--- config.mk ---
export PLATFORM = sky130hd
export DESIGN_NAME = shift_add_mult_ctrl
export DESIGN_NICKNAME = d
export VERILOG_FILES = /design/src/rtl/shift_add_mult_ctrl.sv
export SDC_FILE = /design/constraint.sdc
export NUM_CORES = 1
export LEC_CHECK = 0
export ABC_AREA = 0
export CAP_MARGIN = 20
export CORE_MARGIN = 2
export CORE_UTILIZATION = 54
export DETAILED_ROUTE_END_ITERATION = 10
export GPL_ROUTABILITY_DRIVEN = 1
export PLACE_DENSITY = 0.82
export RECOVER_POWER = 50
export SKIP_LAST_GASP = 1
export SLEW_MARGIN = 5
export SYNTH_ARGS = -nofsm -noshare
export SYNTH_HDL_FRONTEND = slang
export SYNTH_SLANG_ARGS = --single-unit
--- constraint.sdc ---
create_clock -name clk -period 3.55 [get_ports clk]
set_input_delay 0.5325 -clock clk [delete_from_list [all_inputs] [get_ports clk]]
set_output_delay 0.5325 -clock clk [all_outputs]
set_load 0.01 [all_outputs]
--- src/rtl/shift_add_mult_ctrl.sv ---
// Sequential unsigned shift-and-add multiplier controller driving an external
// right-shift SFR that holds the multiplier; accumulates SIZE partial products.
module shift_add_mult_ctrl #(
   parameter int SIZE = 32
) (
   input  logic              clk,
   input  logic              rst_n,
   input  logic              start,
   input  logic [SIZE-1:0]   multiplicand,
   input  logic [SIZE-1:0]   multiplier,
   input  logic              sfr_lsb,
   output logic              sfr_ld,
   output logic              sfr_right,
   output logic [SIZE-1:0]   sfr_d,
   output logic [2*SIZE-1:0] product,
   output logic              busy,
   output logic              done
);

   localparam int CNT_W = (SIZE > 1) ? $clog2(SIZE) : 1;
   localparam logic [CNT_W-1:0] LAST_ITER = CNT_W'(SIZE - 1);

   typedef enum logic [1:0] {
      IDLE = 2'd0,
      CALC = 2'd1,
      DONE = 2'd2
   } state_t;

   state_t            state;
   logic [2*SIZE-1:0] mcand;
   logic [2*SIZE-1:0] acc;
   logic [CNT_W-1:0]  cnt;

   // The SFR loads on the same edge that accepts start, so its load enable
   // must follow start combinationally while idle.
   assign sfr_ld    = (state == IDLE) && start;
   assign sfr_right = (state == CALC);
   assign sfr_d     = multiplier;
   assign product   = acc;

   always_ff @(posedge clk or negedge rst_n) begin
      if (!rst_n) begin
         state <= IDLE;
         mcand <= '0;
         acc   <= '0;
         cnt   <= '0;
         busy  <= 1'b0;
         done  <= 1'b0;
      end else begin
         case (state)
            IDLE: begin
               if (start) begin
                  mcand <= {{SIZE{1'b0}}, multiplicand};
                  acc   <= '0;
                  cnt   <= '0;
                  busy  <= 1'b1;
                  state <= CALC;
               end
            end
            CALC: begin
               if (sfr_lsb) begin
                  acc <= acc + mcand;
               end
               mcand <= mcand << 1;
               if (cnt == LAST_ITER) begin
                  done  <= 1'b1;
                  state <= DONE;
               end else begin
                  cnt <= cnt + CNT_W'(1);
               end
            end
            DONE: begin
               done  <= 1'b0;
               busy  <= 1'b0;
               state <= IDLE;
            end
            default: begin
               done  <= 1'b0;
               busy  <= 1'b0;
               state <= IDLE;
            end
         endcase
      end
   end

endmodule

Word-level counts from Yosys, hierarchy flattened
Cells that the tools add are included.

word-level totals
  flip-flop bits (word level) = 137
  output and inout bits = 100
  input bits = 68
  word-level logic and storage cells = 40

cells by class
  bitwise operators = 2
  add/sub/neg operators = 2
  reduce and logical (&&, ||, !) cells = 9
  equality and inequality tests = 6
  muxes and demuxes = 15

operators by type and width
  cell                                                 number
  case mux 64 bit (2 select lines)                     2
  two-way mux 64 bit                                   3
  adder 64 bit                                         1
  two-way mux 5 bit                                    2
  case mux 5 bit (2 select lines)                      1
  AND reduction 2 bit                                  4
  != test 2 bit, second input constant                 3
  AND reduction 3 bit                                  2
  adder 5 x 1 -> 5 bit, second input constant          1
  equality test 5 bit, second input constant           1
  two-way mux 2 bit                                    2
  case mux 1 bit (2 select lines)                      2
  case mux 2 bit (2 select lines)                      1
  equality test 2 x 1 -> 1 bit, second input constant  1
  zero test 2 bit                                      1
  two-way mux 1 bit                                    2
  != test 2 x 1 -> 1 bit, second input constant        1
  NOT 1 bit                                            2
  nonzero test 2 bit                                   1
  logical AND 1 bit                                    1

Depth between registers and ports, before layout
Gate-level depths: netlist of run 1.

  depth in word-level cells = 3
  depth in mapped cells = 14

Least setup slack after synthesis of run 1
No wires, ideal clock.

  kind = reg-to-reg
  from = register acc[0] (netlist: product[0])
  to = register acc[56] (netlist: product[56])
  stages on the path, launching flop included = 15
  buffers on the path = 0
  setup time = 96 ps
  clock period less this slack = 3110 ps
  path slack = 440 ps
  data arrival time = 3014 ps
  cell sequence = dfrtp_1 ha_1 inv_1 fa_1 nor2b_1 o21ai_2 a21oi_2 o2111ai_1 a2111oi_2 o21a_1 o41a_1 o211ai_2 a211oi_1 nor4_1 o31ai_1

between the ends
  longest elaborated chain between the ends = 3

RTL lines
  what                              RTL line  source
  start, declared                   31        logic [2*SIZE-1:0] acc;
  start signal, assigned            62        acc <= acc + mcand;
  adder 64 bit                      62
  two-way mux 64 bit                61        if (sfr_lsb) begin
  case mux 64 bit (2 select lines)  50        case (state)

Every way passes these cells. The select of a mux whose other input is x is not followed.
A chain may end at the register's enable or synchronous reset.

Final worst setup path of run 1
  from = register acc[9] (netlist: product[9])
  to = register acc[54] (netlist: product[54])

Same word-level chain as after synthesis.

==> results of run 1 <==
## sequential cells by signal (all words and copies together), names as in the netlist
name,cells
mcand,64
cnt,5
busy,1
state,2
done,1
product,64
## worst paths after layout
path	slack, ns	start	to	depth (start not counted)
max	0.16	product[9]$_DFFE_PN0P_	product[54]$_DFFE_PN0P_	11
min in group asynchronous	0.75	rst_n	product[35]$_DFFE_PN0P_	1
min reg2reg	0.51	product[53]$_DFFE_PN0P_	product[53]$_DFFE_PN0P_	2
max reg2reg	0.16	product[9]$_DFFE_PN0P_	product[54]$_DFFE_PN0P_	11
min	0.51	product[53]$_DFFE_PN0P_	product[53]$_DFFE_PN0P_	2
max in group asynchronous	0.95	rst_n	mcand[59]$_DFFE_PN0P_	2
## layout by cell type, fill, tap and decap left out, drive strengths merged, types with 29 or more instances in the layout
master | Yosys | routed
xor2 | 30 | 30
a21o | 52 | 52
clkdlybuf4s50 | 1 | 102
nand4 | 30 | 30
nand2 | 132 | 132
a22o | 39 | 39
mux2i | 29 | 29
xnor2 | 29 | 29
ha | 65 | 65
dfrtp | 137 | 137
a21oi | 63 | 63
o21ai | 118 | 118
nor2 | 43 | 43
## area by class of cell
class                      count  area [um2]
fill                        1363        5910
tap                          220         275
clock buffer                  17         425
clock inverter                15         199
timing repair buffer         121        1150
sequential                   137        3430
inverter                      19        71.3
multi-input combinational    764        5250
## power by group through the flow
stage	logic [mW]	clock network, mW	registers (mW)
after floorplan	4.83	0	2.90
after global placement	6.45	0	2.92
after detailed placement	6.61	0	2.95
after CTS	6.70	1.91	2.94
after global routing	7.44	1.98	3.04
final	6.80	1.89	2.95
## metal layers
| layer | up-vias | GRT usage (%) |
|---|---|---|
| met4 | 0 | 8.22 |
| li1 | 3732 | - |
| met5 | - | 0 |
| met3 | 46 | 5.26 |
| met1 | 3815 | 35.0 |
| met2 | 291 | 42.4 |
## through the flow
step / cells / power [mW] / hold slack (ns) / worst slack [ns]
after floorplan: 1018 / 7.73 / 0.237 / 0.440
after global placement: 1259 / 9.37 / 0.494 / 0.126
after detailed placement: 1259 / 9.56 / 0.506 / 0.0292
after CTS: 1291 / 11.5 / 0.205 / 0.0101
after global routing: 1293 / 12.5 / 0.552 / -0.0365
final: 1293 / 11.6 / 0.515 / 0.157
## repair_timing
item	4_1_cts	5_1_grt
gates resized for setup	0	11
endpoints found under the setup margin	0	11
setup buffers	0	2
endpoints found under the hold margin	0	0
## kinds of logic (layout without fill, tap and decap cells)
| kind of cell | count (synthesis) | count (layout) |
|---|---|---|
| AOI/OAI and AO/OA | 350 | 350 |
| xor gates and xnor gates | 59 | 59 |
| adders and majority gates | 66 | 66 |
| buffers and inverters | 117 | 172 |
| DFF | 137 | 137 |
| muxes | 30 | 30 |
| and+or+nand+nor | 259 | 259 |
## critical path: cells and delay by family (launching register included)
family	cells	cell delay, ns
compound gates	9	2.14
fa+ha+maj	1	0.41
flops	1	0.40
simple gates	1	0.33
==> results.md, run 1 <==
- Die Wd: ~140 um
- Initial core utilization: 55.5%
- CP Class: reg2reg
- Detail Route met3 WL: 1480 um
- Wire length on met2: 10900 um
- Vias in the first global route: 7623
- CP Cell Sequence: ha_1 -> a21o_1 -> a21o_1 -> a211oi_2 -> a2111oi_4 -> o21a_1 -> o41a_1 -> o211ai_2 -> a21oi_1 -> or3_1 -> a32o_1
- Top Ports: 168
- Final setup fails: 0
- Drt via density: between 6 and 7
- Startpoint type of the worst setup path: flop
- Clk root buf: clkbuf_16
- Final instance area: 0.0108 mm2
- Total congestion overflow: 0
- CTS Sinks: 137
- Slowest-stage cell, CP: ha_1
- Maxcap violations: 1
- Async set-reset flop share out of synthesis: 100%
- Simple-Gate Fraction of Synth Area: approximately 13%
- Combinational family with the most area after synthesis: compound AO/OA/AOI/OAI gates
- Min cycle time layout: 3.39 ns
- NumNets Final: around 1200
- Largest net degree at the start of global routing: 89
- Mux contribution to synthesized area: between 3 and 4%
- First-pass GRT wire length: 38000 um
- Pwr dens: 1080 mW/mm2
- Starting DRT DRC Count: between 600 and 700
- Crit path largest cell delay: between 0.4 and 0.5 ns
- Max layer used: met4
- Post-synth EDFFs: 0
- Worst skew pair latency: roughly 0.43 ns
- Layout cells sized above 1: 7.74%
- Synth area leader: dfrtp_1
- Cell area after placement: roughly 0.010 mm2
- Via count: between 7000 and 8000
- Synth top area cells: dfrtp_1 (37%), ha_1 (8.8%), o21ai_0 (6.0%)
- Final Core Density: approximately 65%
- H-tree Lvls: 4
- Setup TNS Final: 0 ns
- Die Ht: 135 um
- Pint: 6.45 mW
- Part of the cycle the worst path needs: 95.6%
- Crit-path most repeated cell: a21o_1
- Post-synth top cells: dfrtp_1 (137), nand2_1 (132), o21ai_0 (111)
- Yosys reg bits: approximately 140
- Diode count: 0
- Register area share after synthesis: 37.0%
- Sequential share of power: about a quarter
- Post-route antenna net violation count: 0
- Synth Net Count: between 1000 and 1500
- Die Area: ~0.018 mm2
- # DRC: 0
- Port Buffer Count: about 100
- Top_reg_cell synth: dfrtp_1
- Net Sw Power: 5.19 mW
- Met1 wire length: 10400 um
- Synth Instances: 1018
- XOR/XNOR Fraction of Synth Area: 5.57%
- Compound-Gate Fraction of Synth Area: 25.5%
- Post-Synth Adder-Cell Area: 8.99%
- Failing checks: max-capacitance violations, max-slew violations
- # hold bufs at CTS: 0
- Std-Cell Rows: 47
- Max frequency: just under 300 MHz
- RePlAce Congestion: 0.957
- Layout area overhead: 16.5%
- Worst Max-Slew Pin Slew: 2.18 ns
- Post-synth top area share: a little under two fifths
- Distinct cell type count after synthesis: 74
- WP data arrival: 3.71 ns
- WP data required: around 3.9 ns
- Yosys warnings: 0
- Initial antenna violation count: 0
- Slew headroom: -45.6%
- Clock skew: about 0.0055 ns
- Area of the core: ~0.017 mm2
- Fin. max-slew vios: 89
- HPWL after DPL: 16300 um
- Final Hold Fails: 0
- TritonCTS buffer count: 17
- GRT Total Usage: 26.0%
- Leading cell type by number of instances after synthesis: dfrtp_1
- Clock power share: 16.3%
- Sw Ratio: 44.6%
- Status: finished with violations
- First drt pass iteration count: 8
- Critical path endpoint category: flop
- CTS tree: built
- Comb power frac: 58.4%
- CTS Buffer Depth: 2
- Syn Area/Cell: around 9.1 um2
- VDD IR max: 0.504 mV
- HP Class: reg2reg
- Routed WL: between 20000 and 25000 um
- Syn Std Cell Area: 0.00927 mm2
- Max FO, Critical Path: 8
- Clock Pin Slew Worst Setup and Hold Paths: 0.06 ns
- DR WL/cell: 18.0 um
- Leak Pwr: approximately 5 nW
Note: power is estimated with default switching activity, not from simulation.
==> run 2, diff against run 1 <==
--- a/config.mk
+++ b/config.mk
@@ -5,10 +5,10 @@
 export SDC_FILE = /design/constraint.sdc
 export NUM_CORES = 1
 export LEC_CHECK = 0
-export ABC_AREA = 0
+export ABC_AREA = 1
 export CAP_MARGIN = 20
 export CORE_MARGIN = 2
-export CORE_UTILIZATION = 54
+export CORE_UTILIZATION = 56
 export DETAILED_ROUTE_END_ITERATION = 10
 export GPL_ROUTABILITY_DRIVEN = 1
 export PLACE_DENSITY = 0.82
==> run 2 against run 1 <==
The run still ends with max-capacitance violations, max-slew violations left. Critical path depth is 7 lower. Global-route usage grew 7.4 points. Synthesized cell count up 84%. Final cell count increased by 72%. Core utilization grew 1.4 points. Count of clock-buffer cells in the layout stayed put. Largest cell class unchanged. Sequential power barely moved. Worst setup slack gained 0.34 ns.
==> results.md, run 2 <==
- Post-Synth Adder-Cell Area: 7.38% (-1.6 points)
- CTS resizes: 0 (unchanged)
- Pwr dens: 1110 mW/mm2 (+3.1%)
- Leading cell type by number of instances after synthesis: nand2_1
- Clock skew: 0.0127 ns (+0.00721 ns)
- First-pass GRT wire length: 55800 um (+47%)
- Synth area leader: dfrtp_1
- Met1 wire length: 16400 um (+57%)
- GRT Total Usage: 33.4% (+7.4 points)
- Status: finished with violations
- Max frequency: 328 MHz (+11%)
- Async set-reset flop share out of synthesis: 100% (unchanged)
- Syn Std Cell Area: 0.0113 mm2 (+22%)
- Hold slack: 0.479 ns (-0.0356 ns)
- Most common cell after layout, fill and taps aside: nand2_1
- Worst skew pair latency: 0.44 ns (about the same)
- Setup TNS Final: 0 ns (unchanged)
- Largest net degree at the start of global routing: 69 (-22%)
- Final setup fails: 0 (unchanged)
- CTS Buffer Depth: 2 (unchanged)
- Most frequent cells in the layout: nand2_1 (759), inv_1 (381), nor2_1 (142), dfrtp_1 (137), clkdlybuf4s50_1 (92)
- CP Class: reg2out
- Layout area overhead: 14.6%
- Vias in the first global route: 10700 (+40%)
- XOR/XNOR Fraction of Synth Area: 0.466% (-5.1 points)
- Mux contribution to synthesized area: 0% (-3.3 points)
- Syn Area/Cell: 6.01 um2 (-34%)
- Slew headroom: -10.6% (+35 points)
- Top_reg_cell synth: dfrtp_1
- Starting DRT DRC Count: 1061 (+67%)
- Min-delay src: cnt[3]$_DFFE_PN0P_
- Top Ports: 168 (unchanged)
- Synth top area cells: dfrtp_1 (30%), nand2_1 (25%), inv_1 (13%)
- H-tree Lvls: 4 (unchanged)
- CTS Sinks: 137 (unchanged)
- Die Area: 0.0213 mm2 (+17%)
- Yosys warnings: 0 (unchanged)
- R2R Path Start: state[1]$_DFFE_PN0P_
- WP data arrival: 2.52 ns (-1.19 ns)
- Std-Cell Rows: 51 (+8.5%)
- HPWL after DPL: 27700 um (+70%)
- Post-synth EDFFs: 0 (unchanged)
- Initial antenna violation count: 0 (unchanged)
- VDD IR max: 0.525 mV (+4.1%)
- Min cycle time layout: 3.05 ns (-0.343 ns)
- NumNets Final: 2079 (+74%)
- Die Ht: 146 um (+8.1%)
- Yosys reg bits: 137 (unchanged)
- Post-route antenna net violation count: 0 (unchanged)
- Compound-Gate Fraction of Synth Area: 9.73% (-16 points)
- Routed WL: 35500 um (+53%)
- Final Hold Fails: 0 (unchanged)
- Total congestion overflow: 0 (unchanged)
- Leak Pwr: 7.49 nW (+48%)
- Detail Route met3 WL: 3430 um (+130%)
- TritonCTS buffer count: 17 (unchanged)
- Setup Buffers After CTS: 0 (unchanged)
- Die Wd: 146 um (+8.1%)
- Distinct cell type count after synthesis: 35 (-53%)
- Via count: 11700 (+48%)
- Maxcap violations: 1 (unchanged)
- Part of the cycle the worst path needs: 85.9% (-9.6 points)
- Max FO, Critical Path: 12 (+4)
- Clk root buf: clkbuf_16
- Simple-Gate Fraction of Synth Area: 35.9% (+23 points)
- Diode count: 0 (unchanged)
- Synth Instances: 1878 (+84%)
- RePlAce Congestion: 1.05 (+9.4%)
- # DRC: 0 (unchanged)
- Port Buffer Count: 103 (unchanged)
- Area of the core: 0.0196 mm2 (+17%)
- Combinational family with the most area after synthesis: simple AND/OR/NAND/NOR gates
- DR WL/cell: 16.0 um (-11%)
- CP startpoint: state[1]$_DFFE_PN0P_
- Clock Pin Slew Worst Setup and Hold Paths: 0.07 ns (about the same)
- Max layer used: met4
- Initial core utilization: 57.6% (+2.1 points)
- CTS tree: built
- First drt pass iteration count: 6 (-2)
- Wire length on met2: 15000 um (+38%)
- Fin. max-slew vios: 65 (-27%)
- Worst Max-Slew Pin Slew: 1.66 ns (-0.525 ns)
- Startpoint type of the worst setup path: flop
- Register area share after synthesis: 30.4% (-6.6 points)
- RSZ-0062 raised after global routing: no
- Post-synth top area share: 30.4% (-6.6 points)
- Layout cells sized above 1: 2.86% (-4.9 points)
- Critical path endpoint category: primary output
- Post-synth top cells: nand2_1 (758), inv_1 (379), nor2_1 (141)
- Layout fillers: 1864 (+37%)
- # hold bufs at CTS: 0 (unchanged)
- WP data required: 3.02 ns (-0.84 ns)
- Failing checks: max-capacitance violations, max-slew violations
- Synth Net Count: 2012 (+75%)
- Drt via density: 5.26 (-14%)
- HP Class: reg2reg
[run 2: cells by family (layout without fill, tap and decap cells)]
logic type               after synthesis  after routing
AO/OA/AOI/OAI                        201            201
XOR/XNOR                               6              6
adder cells (fa/ha/maj)               66             66
buffers and inverters                448            528
flip-flops                           137            137
AND/OR/NAND/NOR                     1020           1020
[run 2: metrics by stage]
step	utilization [%]	total power, mW	cells	cell area [um2]	worst slack, ns
after floorplan	-	9.08	1878	11300	1.56
after global placement	63.0	12.0	2191	12300	0.952
after detailed placement	63.0	12.1	2191	12300	0.904
after CTS	66.2	14.2	2223	13000	0.885
after global routing	66.0	15.6	2223	12900	0.435
final	66.0	14.4	2223	12900	0.499
[run 2: final timing paths]
path	endpoint	slack (ns)	cells past startpoint
min	cnt[3]$_DFFE_PN0P_	0.48	1
max in group asynchronous	product[45]$_DFFE_PN0P_	1.01	2
max reg2reg	mcand[31]$_DFFE_PN0P_	0.72	6
min in group asynchronous	mcand[11]$_DFFE_PN0P_	0.50	1
min reg2reg	cnt[3]$_DFFE_PN0P_	0.48	1
max	sfr_ld	0.50	4
[run 2: per-layer routing]
layer  track usage [%]  up-vias
met3              8.03       60
met2              49.9      474
met1              48.7     5336
met5                 0        -
met4              8.79        0
li1                  -     5818
[run 2: worst max-delay path, cell delays in order (launching register included)]
cell and delay (ns):
dfrtp_1 0.47, inv_1 0.13, nand2_1 0.09, nor2_1 0.70
clkdlybuf4s50_1 0.68
[run 2: cell type report]
class / instances / area, um2 / area share, %
clock buffer: 17 / 425 / 3.29
sequential: 137 / 3430 / 26.5
multi-input combinational: 1293 / 6020 / 46.6
timing repair buffer: 111 / 1080 / 8.32
clock inverter: 15 / 203 / 1.57
inverter: 385 / 1450 / 11.2
tap: 265 / 332 / 2.56
[run 2: report_power, final]
part / leakage (nW) / switching (mW) / internal (mW) / total (mW)
Combinational: 5.50 / 6.25 / 3.22 / 9.48
Clock: 0.308 / 0.824 / 1.14 / 1.96
Sequential: 1.69 / 0.634 / 2.30 / 2.94
